$ cat src/rtl/uart_pkg.sv
`timescale 1ns/1ps
`default_nettype none
// +----------------------------------------------------------------------------+
// | uart_pkg : FSM state encoding and frame constants for uart_tx_fifo.         |
// | Optional PARITY state exists only when UART_TX_PARITY_EN is defined.       |
// | Revision: 1.0                                                              |
// +----------------------------------------------------------------------------+
package uart_pkg;

    localparam int   DATA_BITS  = 8;
    localparam int   BIT_IDX_W  = $clog2(DATA_BITS);
    localparam logic IDLE_LEVEL = 1'b1;

    typedef enum logic [2:0] {
        IDLE   = 3'd0,
        START  = 3'd1,
        DATA   = 3'd2,
`ifdef UART_TX_PARITY_EN
        PARITY = 3'd3,
`endif
        STOP   = 3'd4
    } tx_state_e;

endpackage
`default_nettype wire

$ cat src/rtl/uart_tx_fifo_if.sv
`timescale 1ns/1ps
`default_nettype none
// +----------------------------------------------------------------------------+
// | uart_tx_fifo_if : byte write handshake and FIFO status of uart_tx_fifo.    |
// | Revision: 1.0                                                              |
// +----------------------------------------------------------------------------+
interface uart_tx_fifo_if;
    import uart_pkg::*;

    logic                 i_wr;
    logic [DATA_BITS-1:0] i_data;
    logic                 o_full;
    logic                 o_empty_n;
    logic                 o_err;

    modport master (output i_wr, i_data, input o_full, o_empty_n, o_err);
    modport slave  (input i_wr, i_data, output o_full, o_empty_n, o_err);

endinterface
`default_nettype wire

$ cat src/rtl/uart_tx_fifo_buf.sv
`timescale 1ns/1ps
`default_nettype none
// +----------------------------------------------------------------------------+
// | uart_tx_fifo_buf : 2^LGFLEN-deep byte FIFO with occupancy count and a      |
// | registered overflow pulse.                                                 |
// | Revision: 1.0                                                              |
// +----------------------------------------------------------------------------+
module uart_tx_fifo_buf
    import uart_pkg::*;
#(
    parameter int LGFLEN = 3
) (
    input  wire logic                 clk_i,
    input  wire logic                 rst_i,
    input  wire logic                 wr_i,
    input  wire logic [DATA_BITS-1:0] data_i,
    input  wire logic                 rd_i,
    output logic      [DATA_BITS-1:0] data_o,
    output logic                      full_o,
    output logic                      empty_n_o,
    output logic                      err_o
);

    localparam int                DEPTH      = 1 << LGFLEN;
    localparam logic [LGFLEN:0]   FULL_COUNT = (LGFLEN+1)'(DEPTH);

    logic [DATA_BITS-1:0] mem_q [DEPTH];
    logic [LGFLEN-1:0]    wr_ptr_q;
    logic [LGFLEN-1:0]    rd_ptr_q;
    logic [LGFLEN:0]      count_q;
    logic [LGFLEN:0]      count_d;
    logic                 err_q;
    logic                 wr_ok;
    logic                 rd_ok;

    // Full is judged on the registered count, so a pop in the same cycle
    // never rescues a write that arrives while full.
    assign full_o    = (count_q == FULL_COUNT);
    assign empty_n_o = (count_q != '0);
    assign wr_ok     = wr_i && !full_o;
    assign rd_ok     = rd_i && empty_n_o;
    assign data_o    = mem_q[rd_ptr_q];
    assign err_o     = err_q;

    always_comb begin
        count_d = count_q;
        case ({wr_ok, rd_ok})
            2'b10:   count_d = count_q + 1'b1;
            2'b01:   count_d = count_q - 1'b1;
            default: count_d = count_q;
        endcase
    end

    always_ff @(posedge clk_i) begin
        if (wr_ok) begin
            mem_q[wr_ptr_q] <= data_i;
        end
    end

    always_ff @(posedge clk_i or posedge rst_i) begin
        if (rst_i) begin
            wr_ptr_q <= '0;
            rd_ptr_q <= '0;
            count_q  <= '0;
            err_q    <= 1'b0;
        end else begin
            if (wr_ok) wr_ptr_q <= wr_ptr_q + 1'b1;
            if (rd_ok) rd_ptr_q <= rd_ptr_q + 1'b1;
            count_q <= count_d;
            err_q   <= wr_i && full_o;
        end
    end

endmodule
`default_nettype wire

$ cat src/rtl/uart_tx_fifo.sv
`timescale 1ns/1ps
`default_nettype none
// +----------------------------------------------------------------------------+
// | uart_tx_fifo : FIFO-buffered 8N1 UART transmitter, back-to-back frames.     |
// | Define UART_TX_PARITY_EN to insert an even-parity bit (8E1 frames).        |
// | Revision: 1.0                                                              |
// +----------------------------------------------------------------------------+
module uart_tx_fifo
    import uart_pkg::*;
#(
    parameter logic [23:0] CLOCKS_PER_BAUD = 24'd104,
    parameter logic [3:0]  LGFLEN          = 4'd3
) (
    input  wire logic      i_clk,
    input  wire logic      i_rst,
    uart_tx_fifo_if.slave  bus,
    output logic           o_busy,
    output logic           o_uart_tx
);

    localparam logic [23:0]          BAUD_RELOAD = CLOCKS_PER_BAUD - 24'd1;
    localparam logic [BIT_IDX_W-1:0] LAST_BIT    = BIT_IDX_W'(DATA_BITS - 1);

    tx_state_e            state_q, state_d;
    logic [23:0]          baud_q, baud_d;
    logic [BIT_IDX_W-1:0] bit_q, bit_d;
    logic [DATA_BITS-1:0] shift_q, shift_d;
`ifdef UART_TX_PARITY_EN
    logic                 parity_q, parity_d;
`endif
    logic                 tx_q, tx_d;
    logic                 busy_q;
    logic                 pop;
    logic                 baud_zero;
    logic [DATA_BITS-1:0] head;
    logic                 fifo_full;
    logic                 fifo_empty_n;
    logic                 fifo_err;

    uart_tx_fifo_buf #(
        .LGFLEN (int'(LGFLEN))
    ) u_buf (
        .clk_i     (i_clk),
        .rst_i     (i_rst),
        .wr_i      (bus.i_wr),
        .data_i    (bus.i_data),
        .rd_i      (pop),
        .data_o    (head),
        .full_o    (fifo_full),
        .empty_n_o (fifo_empty_n),
        .err_o     (fifo_err)
    );

    assign bus.o_full    = fifo_full;
    assign bus.o_empty_n = fifo_empty_n;
    assign bus.o_err     = fifo_err;
    assign baud_zero     = (baud_q == 24'd0);

    always_comb begin
        state_d  = state_q;
        baud_d   = baud_q;
        bit_d    = bit_q;
        shift_d  = shift_q;
`ifdef UART_TX_PARITY_EN
        parity_d = parity_q;
`endif
        pop      = 1'b0;
        case (state_q)
            IDLE: begin
                if (fifo_empty_n) begin
                    pop      = 1'b1;
                    shift_d  = head;
`ifdef UART_TX_PARITY_EN
                    parity_d = ^head;
`endif
                    baud_d   = BAUD_RELOAD;
                    bit_d    = '0;
                    state_d  = START;
                end
            end
            START: begin
                if (baud_zero) begin
                    baud_d  = BAUD_RELOAD;
                    state_d = DATA;
                end else begin
                    baud_d  = baud_q - 24'd1;
                end
            end
            DATA: begin
                if (baud_zero) begin
                    baud_d = BAUD_RELOAD;
                    if (bit_q == LAST_BIT) begin
`ifdef UART_TX_PARITY_EN
                        state_d = PARITY;
`else
                        state_d = STOP;
`endif
                    end else begin
                        bit_d   = bit_q + 1'b1;
                        shift_d = shift_q >> 1;
                    end
                end else begin
                    baud_d = baud_q - 24'd1;
                end
            end
`ifdef UART_TX_PARITY_EN
            PARITY: begin
                if (baud_zero) begin
                    baud_d  = BAUD_RELOAD;
                    state_d = STOP;
                end else begin
                    baud_d  = baud_q - 24'd1;
                end
            end
`endif
            STOP: begin
                // Popping on the last stop cycle chains frames with no idle gap.
                if (baud_zero) begin
                    if (fifo_empty_n) begin
                        pop      = 1'b1;
                        shift_d  = head;
`ifdef UART_TX_PARITY_EN
                        parity_d = ^head;
`endif
                        baud_d   = BAUD_RELOAD;
                        bit_d    = '0;
                        state_d  = START;
                    end else begin
                        state_d  = IDLE;
                    end
                end else begin
                    baud_d = baud_q - 24'd1;
                end
            end
            default: state_d = IDLE;
        endcase
    end

    always_comb begin
        tx_d = IDLE_LEVEL;
        case (state_q)
            START:   tx_d = 1'b0;
            DATA:    tx_d = shift_q[0];
`ifdef UART_TX_PARITY_EN
            PARITY:  tx_d = parity_q;
`endif
            default: tx_d = IDLE_LEVEL;
        endcase
    end

    // Line and busy are registered from the current state, so both trail the
    // FSM by one cycle and stay aligned with each other.
    always_ff @(posedge i_clk or posedge i_rst) begin
        if (i_rst) begin
            state_q  <= IDLE;
            baud_q   <= '0;
            bit_q    <= '0;
            shift_q  <= '0;
`ifdef UART_TX_PARITY_EN
            parity_q <= 1'b0;
`endif
            tx_q     <= IDLE_LEVEL;
            busy_q   <= 1'b0;
        end else begin
            state_q  <= state_d;
            baud_q   <= baud_d;
            bit_q    <= bit_d;
            shift_q  <= shift_d;
`ifdef UART_TX_PARITY_EN
            parity_q <= parity_d;
`endif
            tx_q     <= tx_d;
            busy_q   <= (state_q != IDLE);
        end
    end

    assign o_uart_tx = tx_q;
    assign o_busy    = busy_q;

endmodule
`default_nettype wire

$ cat src/flat_wrapper.sv
// flat-port wrapper written by rule: the top's interface ports become plain ports
module uart_tx_fifo_flat import uart_pkg::*;
#(
    parameter logic [23:0] CLOCKS_PER_BAUD = 24'd104,
    parameter logic [3:0]  LGFLEN          = 4'd3
)
  (i_clk, i_rst, o_busy, o_uart_tx, bus_i_wr, bus_i_data, bus_o_full, bus_o_empty_n, bus_o_err);
  uart_tx_fifo_if bus_i ();
  input  wire logic i_clk;
  input  wire logic i_rst;
  output logic o_busy;
  output logic o_uart_tx;
  input wire logic [$bits(bus_i.i_wr)-1:0] bus_i_wr;
  input wire logic [$bits(bus_i.i_data)-1:0] bus_i_data;
  output wire logic [$bits(bus_i.o_full)-1:0] bus_o_full;
  output wire logic [$bits(bus_i.o_empty_n)-1:0] bus_o_empty_n;
  output wire logic [$bits(bus_i.o_err)-1:0] bus_o_err;
  assign bus_i.i_wr = bus_i_wr;
  assign bus_i.i_data = bus_i_data;
  assign bus_o_full = bus_i.o_full;
  assign bus_o_empty_n = bus_i.o_empty_n;
  assign bus_o_err = bus_i.o_err;
  uart_tx_fifo #(.CLOCKS_PER_BAUD(CLOCKS_PER_BAUD), .LGFLEN(LGFLEN)) u_core (.i_clk(i_clk), .i_rst(i_rst), .bus(bus_i), .o_busy(o_busy), .o_uart_tx(o_uart_tx));
endmodule
$ cat config.mk
export PLATFORM = sky130hd
export DESIGN_NAME = uart_tx_fifo_flat
export DESIGN_NICKNAME = d
export VERILOG_FILES = /design/src/rtl/uart_pkg.sv /design/src/rtl/uart_tx_fifo_if.sv /design/src/rtl/uart_tx_fifo_buf.sv /design/src/rtl/uart_tx_fifo.sv /design/src/flat_wrapper.sv
export SDC_FILE = /design/constraint.sdc
export NUM_CORES = 1
export LEC_CHECK = 0
export BUFFER_PORTS_ARGS = -buffer_cell sky130_fd_sc_hd__buf_2
export CAP_MARGIN = 40
export CORE_AREA = 2 2 149 78
export CTS_CLUSTER_DIAMETER = 120
export DETAILED_ROUTE_END_ITERATION = 6
export DIE_AREA = 0 0 151 80
export HOLD_SLACK_MARGIN = 0.15
export PLACE_DENSITY = 0.75
export SLEW_MARGIN = 5
export SYNTH_ARGS = -nofsm -noshare
export SYNTH_HDL_FRONTEND = slang
export SYNTH_SLANG_ARGS = --single-unit
$ cat constraint.sdc
create_clock -name i_clk -period 2.9 [get_ports i_clk]
set_input_delay 0.145 -clock i_clk [delete_from_list [all_inputs] [get_ports i_clk]]
set_output_delay 0.145 -clock i_clk [all_outputs]
set_load 0.01 [all_outputs]
==> out/qor.csv <==
stage,metric,value,unit
sta,rsz0062_at_grt,no,
grt,grt_first_pass_wirelength,18760,um
sta,fmax,374.1,MHz
critical_path,cp_cell_sequence,inv_1 -> ha_1 -> nor3b_4 -> nand4_4 -> o21ai_1 -> and2_1 -> ha_1 -> ha_1 -> a21o_1 -> a21oi_1 -> xnor2_1 -> nor2_1 -> xor2_1,
layout,diodes,0,
yosys,async_flop_share,44.35,%
floorplanning,core,10740,um2
yosys,syn_nets,402,
drt,ant_nets,0,
grt,overflow,0,
yosys,yosysSeqAreaShare,60.08,%
run,max_cap_violations,0,
placed_design,dpl_worst_slack,0.2180,ns
floorplanning,ios,16,
yosys,synth_edf_count,64,
critical_path,path_class,register to register,
sta,finalSetupTns,0,ns
floorplanning,start_util,49.57,%
critical_path,reg2reg_depth,13,
drt,postRouteWirelength,11640,um
critical_path,cp_slowest_stage_delay,0.39,ns
layout,area_delta_synth_final,20.00,%
grt,antenna_found_initial,0,
drt,first_pass_iters,5,
layout,layout-drive-gt1-share,25.45,%
critical_path,slowest_stage,dfrtp_1,
placed_design,io_buffers,15,
yosys,synth_cell_types,61,
sta,min_period,2.673,ns
drt,vias,3462,
yosys,syn_area,5325,um2
critical_path,start_kind,register,
drt,drt_iter0_markers,316,
sta,setup_viol,0,
critical_path,worstReg2RegEnd,u_core.u_buf.count_q[3],
critical_path,regToRegSetupSlack,0.23,ns
floorplanning,die_area,12080,um2
yosys,synth_ff_type,edfxtp_1,
critical_path,r2r-start,u_core.baud_q[0],
floorplanning,num_rows,27,
floorplanning,die_y,80,um
clocking,clockRootBuffer,clkbuf_16,
grt,grt_pass1_vias,3552,
sta,slew_viol_final,0,
sta,finalHoldViolCount,0,
clocking,numCtsBuffers,17,
floorplanning,dieWidth,151,um
drt,wl_per_cell,19.76,um
yosys,synth_cells,382,
clocking,clk_path_buf_depth,2,
drt,via_per_inst,5.878,
critical_path,crit_arrival,2.97,ns
grt,track_usage,21.53,%
grt,grt_max_degree,34,
min_path,min-delay-path-class,primary input to async pin,
power,p_per_area,731.0,nW/um2
power,leakage,2.522,nW
critical_path,cp_common_cell,ha_1,
clocking,worstSkewPairLatency,0.41,ns
clocking,path_clk_slew,0.06,ns
sta,tightest_slew,0.8185,ns
sta,fin_ws,0.2266,ns
sta,fin_skew,0.007253,ns
layout,final_nets,451,
clocking,clkSinkCount,115,
clocking,cts_resized,0,
yosys,ys_warn_count,0,
placed_design,dpl.hpwl,7625,um
sta,whs,0.2850,ns
placed_design,gp_congestion,0.8089,
yosys,synth.avg_cell_area,13.94,um2
critical_path,worst_setup_path_end_kind,register,
yosys,ys_ff_latch,115,
critical_path,worst-endpoint-required,3.19,ns
sta,timing.final.crit_share,92.19,%
power,vdd_drop_max,0.4279,mV
power,totalPowerFinal,0.004671,W
sta,slew_headroom,45.43,%
outcome,status,"complete, no violations",
clocking,cts_tree,built,
critical_path,cp_max_fo,3,
drt,drc,0,
clocking,cts_max_level,4,
## worst max-delay path by stage
| stage | start | end | slack [ns] |
|---|---|---|---|
| final | u_core.baud_q[0] | u_core.u_buf.count_q[3] | 0.23 |
| after floorplan | u_core.baud_q[0] | u_core.u_buf.count_q[3] | 0.08 |
| after CTS | u_core.baud_q[0] | u_core.u_buf.count_q[3] | 0.21 |
| after global routing | u_core.baud_q[0] | u_core.u_buf.count_q[3] | 0.03 |
| after detailed placement | u_core.baud_q[0] | u_core.u_buf.count_q[3] | 0.22 |
| after global placement | u_core.baud_q[0] | u_core.u_buf.count_q[3] | 0.32 |
## stage by stage
step,std cells,util (%),area (um2)
6_report,589,59.48,6390
5_1_grt,589,59.48,6390
4_1_cts,589,59.48,6390
3_5_place_dp,547,52.82,5674
3_3_place_gp,546,52.63,5654
2_1_floorplan,382,-,5325
## cells in the mapped netlist, types with 2 or more instances
master | count | area [um2]
nand3_1 | 7 | 35.03
a31oi_1 | 3 | 18.77
buf_1 | 2 | 7.510
or2_2 | 2 | 12.51
a22o_1 | 9 | 78.83
xnor2_1 | 8 | 70.07
o2bb2ai_1 | 5 | 43.79
mux2i_1 | 13 | 130.1
a21oi_1 | 8 | 40.04
buf_2 | 11 | 55.05
buf_6 | 2 | 22.52
dfrtp_1 | 50 | 1251
nand2b_1 | 5 | 31.28
nor3_2 | 2 | 20.02
and4_1 | 2 | 17.52
a21o_1 | 6 | 45.04
mux4_2 | 16 | 360.4
nor4b_1 | 2 | 17.52
mux2_4 | 7 | 105.1
or3_1 | 4 | 25.02
a21oi_2 | 2 | 17.52
nor3_1 | 10 | 50.05
o21ai_1 | 3 | 15.01
o31ai_1 | 3 | 22.52
a22oi_1 | 5 | 37.54
o21ai_0 | 14 | 70.07
clkbuf_1 | 4 | 15.01
nand2_1 | 21 | 78.83
and2_1 | 2 | 12.51
xor2_1 | 4 | 35.03
and3_1 | 3 | 18.77
nor2_1 | 24 | 90.09
edfxtp_1 | 64 | 1922
ha_1 | 8 | 100.1
inv_1 | 13 | 48.80
nor4_1 | 4 | 25.02
mux2_2 | 2 | 22.52
nand4_1 | 6 | 37.54
mux2_1 | 2 | 22.52
nor4_2 | 3 | 37.54
## flip-flops by register name, summed over array words and instances (netlist names)
signal                 count
u_core.u_buf.mem_q        64
u_core.u_buf.count_q       4
u_core.baud_q             24
u_core.state_q             3
u_core.shift_q             8
u_core.bit_q               3
u_core.u_buf.rd_ptr_q      3
u_core.o_busy              1
u_core.u_buf.err_o         1
u_core.u_buf.wr_ptr_q      3
u_core.o_uart_tx           1
## cell usage in the layout (no fill, tap or decap), types with 10 or more instances in the layout
cell	n
buf_2	15
buf_4	23
clkbuf_16	17
dfrtp_1	50
dlygate4sd3_1	10
edfxtp_1	64
inv_1	12
mux2i_1	13
mux4_2	16
nand2_1	21
nor2_1	24
nor3_1	10
o21ai_0	14
## power breakdown
part	internal [W]	switching [W]
sequential	0.00193	0.000107
clock	0.00143	0.000750
combinational	0.000195	0.000261
## what timing repair did
item,in CTS,in global routing
hold endpoints to repair,116,0
hold buffers,10,0
setup buffers,0,0
## cells by family (layout without fill, tap and decap cells)
kind of cell             count (synthesis)  after routing  share of synthesized area, %
AO/OA/AOI/OAI                           68             68                         8.906
XOR/XNOR                                12             12                         1.974
adder cells (fa/ha/maj)                  9              9                         2.256
buffers and inverters                   32             94                         2.796
flip-flops                             115            115                         60.08
multiplexers                            40             40                         12.03
AND/OR/NAND/NOR                        106            106                         11.96
## metal layers
metal	vias up	track usage [%]	wire length [um]
met4	0	9.720	207
met3	20	5.086	963
met5	-	0	0
li1	1564	-	-
met2	165	31.68	5062
met1	1713	30.56	5408
## critical path: cells and delay by family, from the launching register on
kind                     cells  cell delay [ns]
AND/OR/NAND/NOR              4             0.63
AO/OA/AOI/OAI                3             0.51
buffers and inverters        1             0.09
adder cells (fa/ha/maj)      3             0.66
XOR/XNOR                     2             0.28
flip-flops                   1             0.39
## final cells by class
| class | instances | area [um2] |
|---|---|---|
| Multi-Input combinational cell | 235 | 1977 |
| Timing Repair Buffer | 49 | 367.9 |
| Inverter | 13 | 48.80 |
| Fill cell | 808 | 4353 |
| Tap cell | 145 | 181.4 |
| Clock inverter | 14 | 186.4 |
| Sequential cell | 115 | 3199 |
| Clock buffer | 18 | 429.2 |
No activity file was read; power rests on OpenSTA's default activity.
